==> src/rtl/adder_pkg.sv <==
// Types shared between the adder and its AXI-Stream client: beat layout and the
// client's output-stage state encoding.
package adder_pkg;

    localparam int DATAW = 128;

    typedef struct packed {
        logic [DATAW-1:0] tdata;
        logic             tlast;
    } adder_beat_t;

    // The state value doubles as the master tvalid bit.
    typedef enum logic {
        OUT_IDLE = 1'b0,
        OUT_SEND = 1'b1
    } out_state_e;

endpackage

==> src/rtl/adder_client_fifo.sv <==
// Synchronous circular-buffer FIFO with occupancy count; pushes while full and
// pops while empty are ignored.
module adder_client_fifo #(
    parameter int WIDTH = 129,
    parameter int DEPTH = 16
) (
    input  logic                     clk,
    input  logic                     rst,
    input  logic [WIDTH-1:0]         push_data,
    input  logic                     push,
    input  logic                     pop,
    output logic [WIDTH-1:0]         pop_data,
    output logic                     full,
    output logic                     empty,
    output logic [$clog2(DEPTH):0]   count
);

    localparam int AW = $clog2(DEPTH);

    logic [WIDTH-1:0] mem [DEPTH];
    logic [AW-1:0]    wr_ptr;
    logic [AW-1:0]    rd_ptr;
    logic             do_push;
    logic             do_pop;

    assign full     = (count == (AW+1)'(DEPTH));
    assign empty    = (count == '0);
    assign do_push  = push & ~full;
    assign do_pop   = pop & ~empty;
    assign pop_data = mem[rd_ptr];

    always_ff @(posedge clk) begin
        if (do_push) begin
            mem[wr_ptr] <= push_data;
        end
    end

    // Pointers wrap naturally because DEPTH is a power of two.
    always_ff @(posedge clk) begin
        if (rst) begin
            wr_ptr <= '0;
            rd_ptr <= '0;
            count  <= '0;
        end else begin
            if (do_push) begin
                wr_ptr <= wr_ptr + 1'b1;
            end
            if (do_pop) begin
                rd_ptr <= rd_ptr + 1'b1;
            end
            case ({do_push, do_pop})
                2'b10:   count <= count + 1'b1;
                2'b01:   count <= count - 1'b1;
                default: count <= count;
            endcase
        end
    end

endmodule

==> src/rtl/adder_client.sv <==
// AXI-Stream master feeding operand beats to the adder: FIFO, one-entry output
// register driving the master port, and delivered beat/packet counters.
module adder_client
    import adder_pkg::*;
#(
    parameter int DATAW      = adder_pkg::DATAW,
    parameter int FIFO_DEPTH = 16,
    parameter int CNTW       = 32
) (
    input  logic                          clk,
    input  logic                          rst,
    input  logic [DATAW-1:0]              client_tdata,
    input  logic                          client_tlast,
    input  logic                          client_valid,
    output logic                          client_ready,
    output logic                          axis_adder_client_interface_tvalid,
    output logic                          axis_adder_client_interface_tlast,
    output logic [DATAW-1:0]              axis_adder_client_interface_tdata,
    input  logic                          axis_adder_client_interface_tready,
    output logic [$clog2(FIFO_DEPTH):0]   fifo_count,
    output logic [CNTW-1:0]               sent_count,
    output logic [CNTW-1:0]               packet_count,
    output logic                          busy
);

    out_state_e       state;
    logic [DATAW:0]   fifo_head;
    logic             fifo_full;
    logic             fifo_empty;
    logic             fifo_pop;
    logic             transfer;
    logic             out_tlast;
    logic [DATAW-1:0] out_tdata;

    adder_client_fifo #(
        .WIDTH (DATAW + 1),
        .DEPTH (FIFO_DEPTH)
    ) u_fifo (
        .clk       (clk),
        .rst       (rst),
        .push_data ({client_tlast, client_tdata}),
        .push      (client_valid),
        .pop       (fifo_pop),
        .pop_data  (fifo_head),
        .full      (fifo_full),
        .empty     (fifo_empty),
        .count     (fifo_count)
    );

    // Refill the output register whenever it is empty or being drained this edge.
    assign transfer = (state == OUT_SEND) & axis_adder_client_interface_tready;
    assign fifo_pop = ~fifo_empty & ((state == OUT_IDLE) | transfer);

    always_ff @(posedge clk) begin
        if (rst) begin
            state        <= OUT_IDLE;
            out_tlast    <= 1'b0;
            out_tdata    <= '0;
            sent_count   <= '0;
            packet_count <= '0;
        end else begin
            if (transfer) begin
                sent_count <= sent_count + 1'b1;
                if (out_tlast) begin
                    packet_count <= packet_count + 1'b1;
                end
            end
            if (fifo_pop) begin
                out_tlast <= fifo_head[DATAW];
                out_tdata <= fifo_head[DATAW-1:0];
                state     <= OUT_SEND;
            end else if (transfer) begin
                state <= OUT_IDLE;
            end
        end
    end

    assign client_ready                       = ~fifo_full;
    assign axis_adder_client_interface_tvalid = (state == OUT_SEND);
    assign axis_adder_client_interface_tlast  = out_tlast;
    assign axis_adder_client_interface_tdata  = out_tdata;
    assign busy = (fifo_count != '0) | (state == OUT_SEND);

endmodule

==> config.mk <==
export PLATFORM = sky130hd
export DESIGN_NAME = adder_client
export DESIGN_NICKNAME = d
export VERILOG_FILES = /design/src/rtl/adder_pkg.sv /design/src/rtl/adder_client_fifo.sv /design/src/rtl/adder_client.sv
export SDC_FILE = /design/constraint.sdc
export NUM_CORES = 2
export LEC_CHECK = 0
export CAP_MARGIN = 15
export CORE_MARGIN = 2
export CORE_UTILIZATION = 60
export DETAILED_ROUTE_END_ITERATION = 7
export GPL_TIMING_DRIVEN = 0
export PLACE_DENSITY_LB_ADDON = 0.3
export SETUP_SLACK_MARGIN = 0.02
export SLEW_MARGIN = 20
export SYNTH_ARGS = -nofsm -noshare
export SYNTH_HDL_FRONTEND = slang
export SYNTH_SLANG_ARGS = --single-unit
==> constraint.sdc <==
create_clock -name clk -period 19.8 [get_ports clk]
set_clock_uncertainty 0.05 [all_clocks]
set_input_delay 1.98 -clock clk [delete_from_list [all_inputs] [get_ports clk]]
set_output_delay 1.98 -clock clk [all_outputs]
set_load 0.005 [all_outputs]
==> qor.yml <==
drive_gt1_share_pct: 26.64
clkTransAtPathRegs_ns: 0.06
relSlewSlack_pct: 15.15
dpl.hpwl_mm: 137.1
cp-start-kind: "input pin"
power.leakage_nw: 31.74
ctsResizeCount: 0
timing.fmax_ghz: 0.1720
worst_path_most_repeated_cell: "inv_1"
rsz0062_at_grt: "no"
grt_pass1_vias: 45250
arrival_ns: 6.48
wirelength_mm: 218.5
synth_edf_count: 2064
cts_setup_buffers: 0
post-place-ws_ns: 13.31
grt_overflow: 0
cts_tree: "yes"
cts_num_sinks: 2271
vias_per_cell: 6.615
p_total_mw: 12.20
power_density_nw_per_um2: 120.1
die_y_um: 381.9
grt_max_degree: 21
areaGrowthSynthToFinish_pct: 18.53
async_flop_share_pct: 0
postRouteAntennaNets: 0
max_stage_delay_ns: 0.78
ios: 334
ctsHoldBuffers: 0
cts_buffers: 215
finalCriticalPeriod_ns: 5.813
ys_ff_latch: 2271
status: "finished clean"
clk_latency_ns: 0.84
remaining_drc_errors: 0
timing.final.max_slew_violations: 0
io_buffers: 333
r2r_slack_ns: 15.13
synth.avg_cell_area_um2: 21.67
synth.net_count: 4099
die-area_um2: 145900
synth_area_leader_cell: "edfxtp_1"
clock_path_buffers: 3
max_cap_violations: 0
worstSetupPathType: "in2reg"
hp-class: "reg2reg"
yosys-top-cells-area: "edfxtp_1, mux4_2, dfxtp_1, mux2_2, a221o_1"
path_cells: "clkdlybuf4s50_1 -> nand2b_1 -> or2b_1 -> inv_1 -> buf_2 -> buf_1 -> ha_1 -> inv_1 -> fa_1 -> nor2b_1 -> o21ai_0 -> nand3_1 -> or3b_2 -> mux2_2"
end_kind: "register"
fin_nets: 4834
synth_seq_area_share_pct: 77.16
drt_pass1_iterations: 5
synthDistinctLibCells: 48
grt_pass1_wl_mm: 312.7
critPathSlowestCell: "buf_1"
die_x_um: 381.9
yosysWarnings: 0
grt_antenna_before_repair: 33
h-tree-depth: 4
floorplan.rows: 138
tightest_slew_ns: 1.273
cp_max_fo: 10
holdWs_ns: 0.4600
fp.coreArea_um2: 141600
track_usage_pct: 29.99
required_ns: 20.47
wl_per_cell_um: 32.20
synth_top_flop_cell: "edfxtp_1"
num_vias: 44880
vdd_drop_max_mv: 0.09547
synth_area_um2: 85690
synth_top_area_share_pct: 72.33
hold_viol: 0
place_congestion: 0.7949
synthCells: 3954
cts_root_buf: "clkbuf_16"
setup_viol: 0
period_share_pct: 29.36
initial_core_util_pct: 60.52
setup_slack_ns: 13.99
drtIter0Drc: 5862
-- final timing paths --
kind	startpoint	depth (start not counted)	to
worst max-delay path	axis_adder_client_interface_tready	14	u_fifo.count[4]$_SDFFE_PP0P_
worst max register to register	u_fifo.count[0]$_SDFFE_PP0P_	14	u_fifo.count[4]$_SDFFE_PP0P_
worst min register to register	axis_adder_client_interface_tdata[111]$_SDFFE_PP0P_	2	axis_adder_client_interface_tdata[111]$_SDFFE_PP0P_
worst min-delay path	axis_adder_client_interface_tdata[111]$_SDFFE_PP0P_	2	axis_adder_client_interface_tdata[111]$_SDFFE_PP0P_
-- stage by stage --
stage	util (%)	TNS (ns)	cell area [um^2]	instances
2_1_floorplan	-	0	85690	3954
3_3_place_gp	64.55	-2116.96	91390	6177
3_5_place_dp	66.79	0	94560	6362
4_1_cts	71.70	0	101500	6769
5_1_grt	71.73	0	101600	6779
6_report	71.74	0	101600	6785
-- critical path, delay by kind of cell --
family,cells,cell delay [ns]
simple gates,5,1.27
fa+ha+maj,2,0.77
mux,1,0.28
compound gates,1,0.15
buf+inv,5,2.00
-- sequential cells by signal, indices dropped and copies added (netlist names) --
name                                flops
u_fifo.mem                           2064
axis_adder_client_interface_tdata     128
packet_count                           32
sent_count                             32
u_fifo.count                            5
u_fifo.rd_ptr                           4
u_fifo.wr_ptr                           4
axis_adder_client_interface_tlast       1
axis_adder_client_interface_tvalid      1
-- metal layers --
metal	vias up	wire (um)	global-route usage, %
li1	18110	-	-
met5	-	246	0
met3	453	22670	7.089
met4	40	7805	11.03
met2	2832	108000	48.66
met1	23450	79790	40.17
-- where the power goes --
group | switching, mW | leakage (nW) | internal [mW]
registers | 0.113 | 20.3 | 5.43
clock network | 1.74 | 3.42 | 2.31
logic | 1.36 | 7.98 | 1.25
-- cell usage in the layout (no fill, tap or decap), types with 98 or more instances in the layout --
| master | count |
|---|---|
| edfxtp_1 | 2064 |
| mux4_2 | 484 |
| clkdlybuf4s50_1 | 333 |
| clkbuf_16 | 219 |
| dfxtp_1 | 207 |
| mux2_2 | 197 |
| clkbuf_1 | 185 |
| nor2_1 | 104 |
| nor3b_1 | 99 |
| a221o_1 | 98 |
-- cell usage after synthesis (4+ instances only) --
master and instances:
edfxtp_1 2064, mux4_2 484, dfxtp_1 207, mux2_2 197
clkbuf_1 134, nor2_1 116, nor3b_1 99, a221o_1 98
mux2i_1 67, buf_2 63, a21oi_1 54, o22ai_1 32
a22oi_1 31, a311oi_1 31, xnor2_1 31, nand2_1 28
nand3_1 22, xor2_1 22, buf_1 18, o21ai_0 18
inv_1 17, or3_1 17, nand4_1 14, nor4_1 12
ha_1 11, and3_1 9, buf_4 9, nor3_1 9
and2_1 5, and4_4 4, nand2b_1 4, nor2b_1 4
or4_1 4
-- cells by family after synthesis --
family          count (synthesis)  synth area share (%)
flops                        2271                 77.16
mux                           748                 16.09
simple gates                  363                 2.430
compound gates                266                 2.405
buf+inv                       241                 1.187
xor+xnor                       53                0.5417
fa+ha+maj                      12                0.1840
-- cell type report --
class	instances	area, um^2
antenna	16	40.04
buffer	224	974.7
clock buffer	310	6071
clock inverter	97	890.9
fill	8018	40020
inverter	17	63.81
multi-input combinational	1442	18670
sequential	2271	66120
tap	1890	2365
timing repair buffer	518	6371
Power figures use the tool's default switching activity.
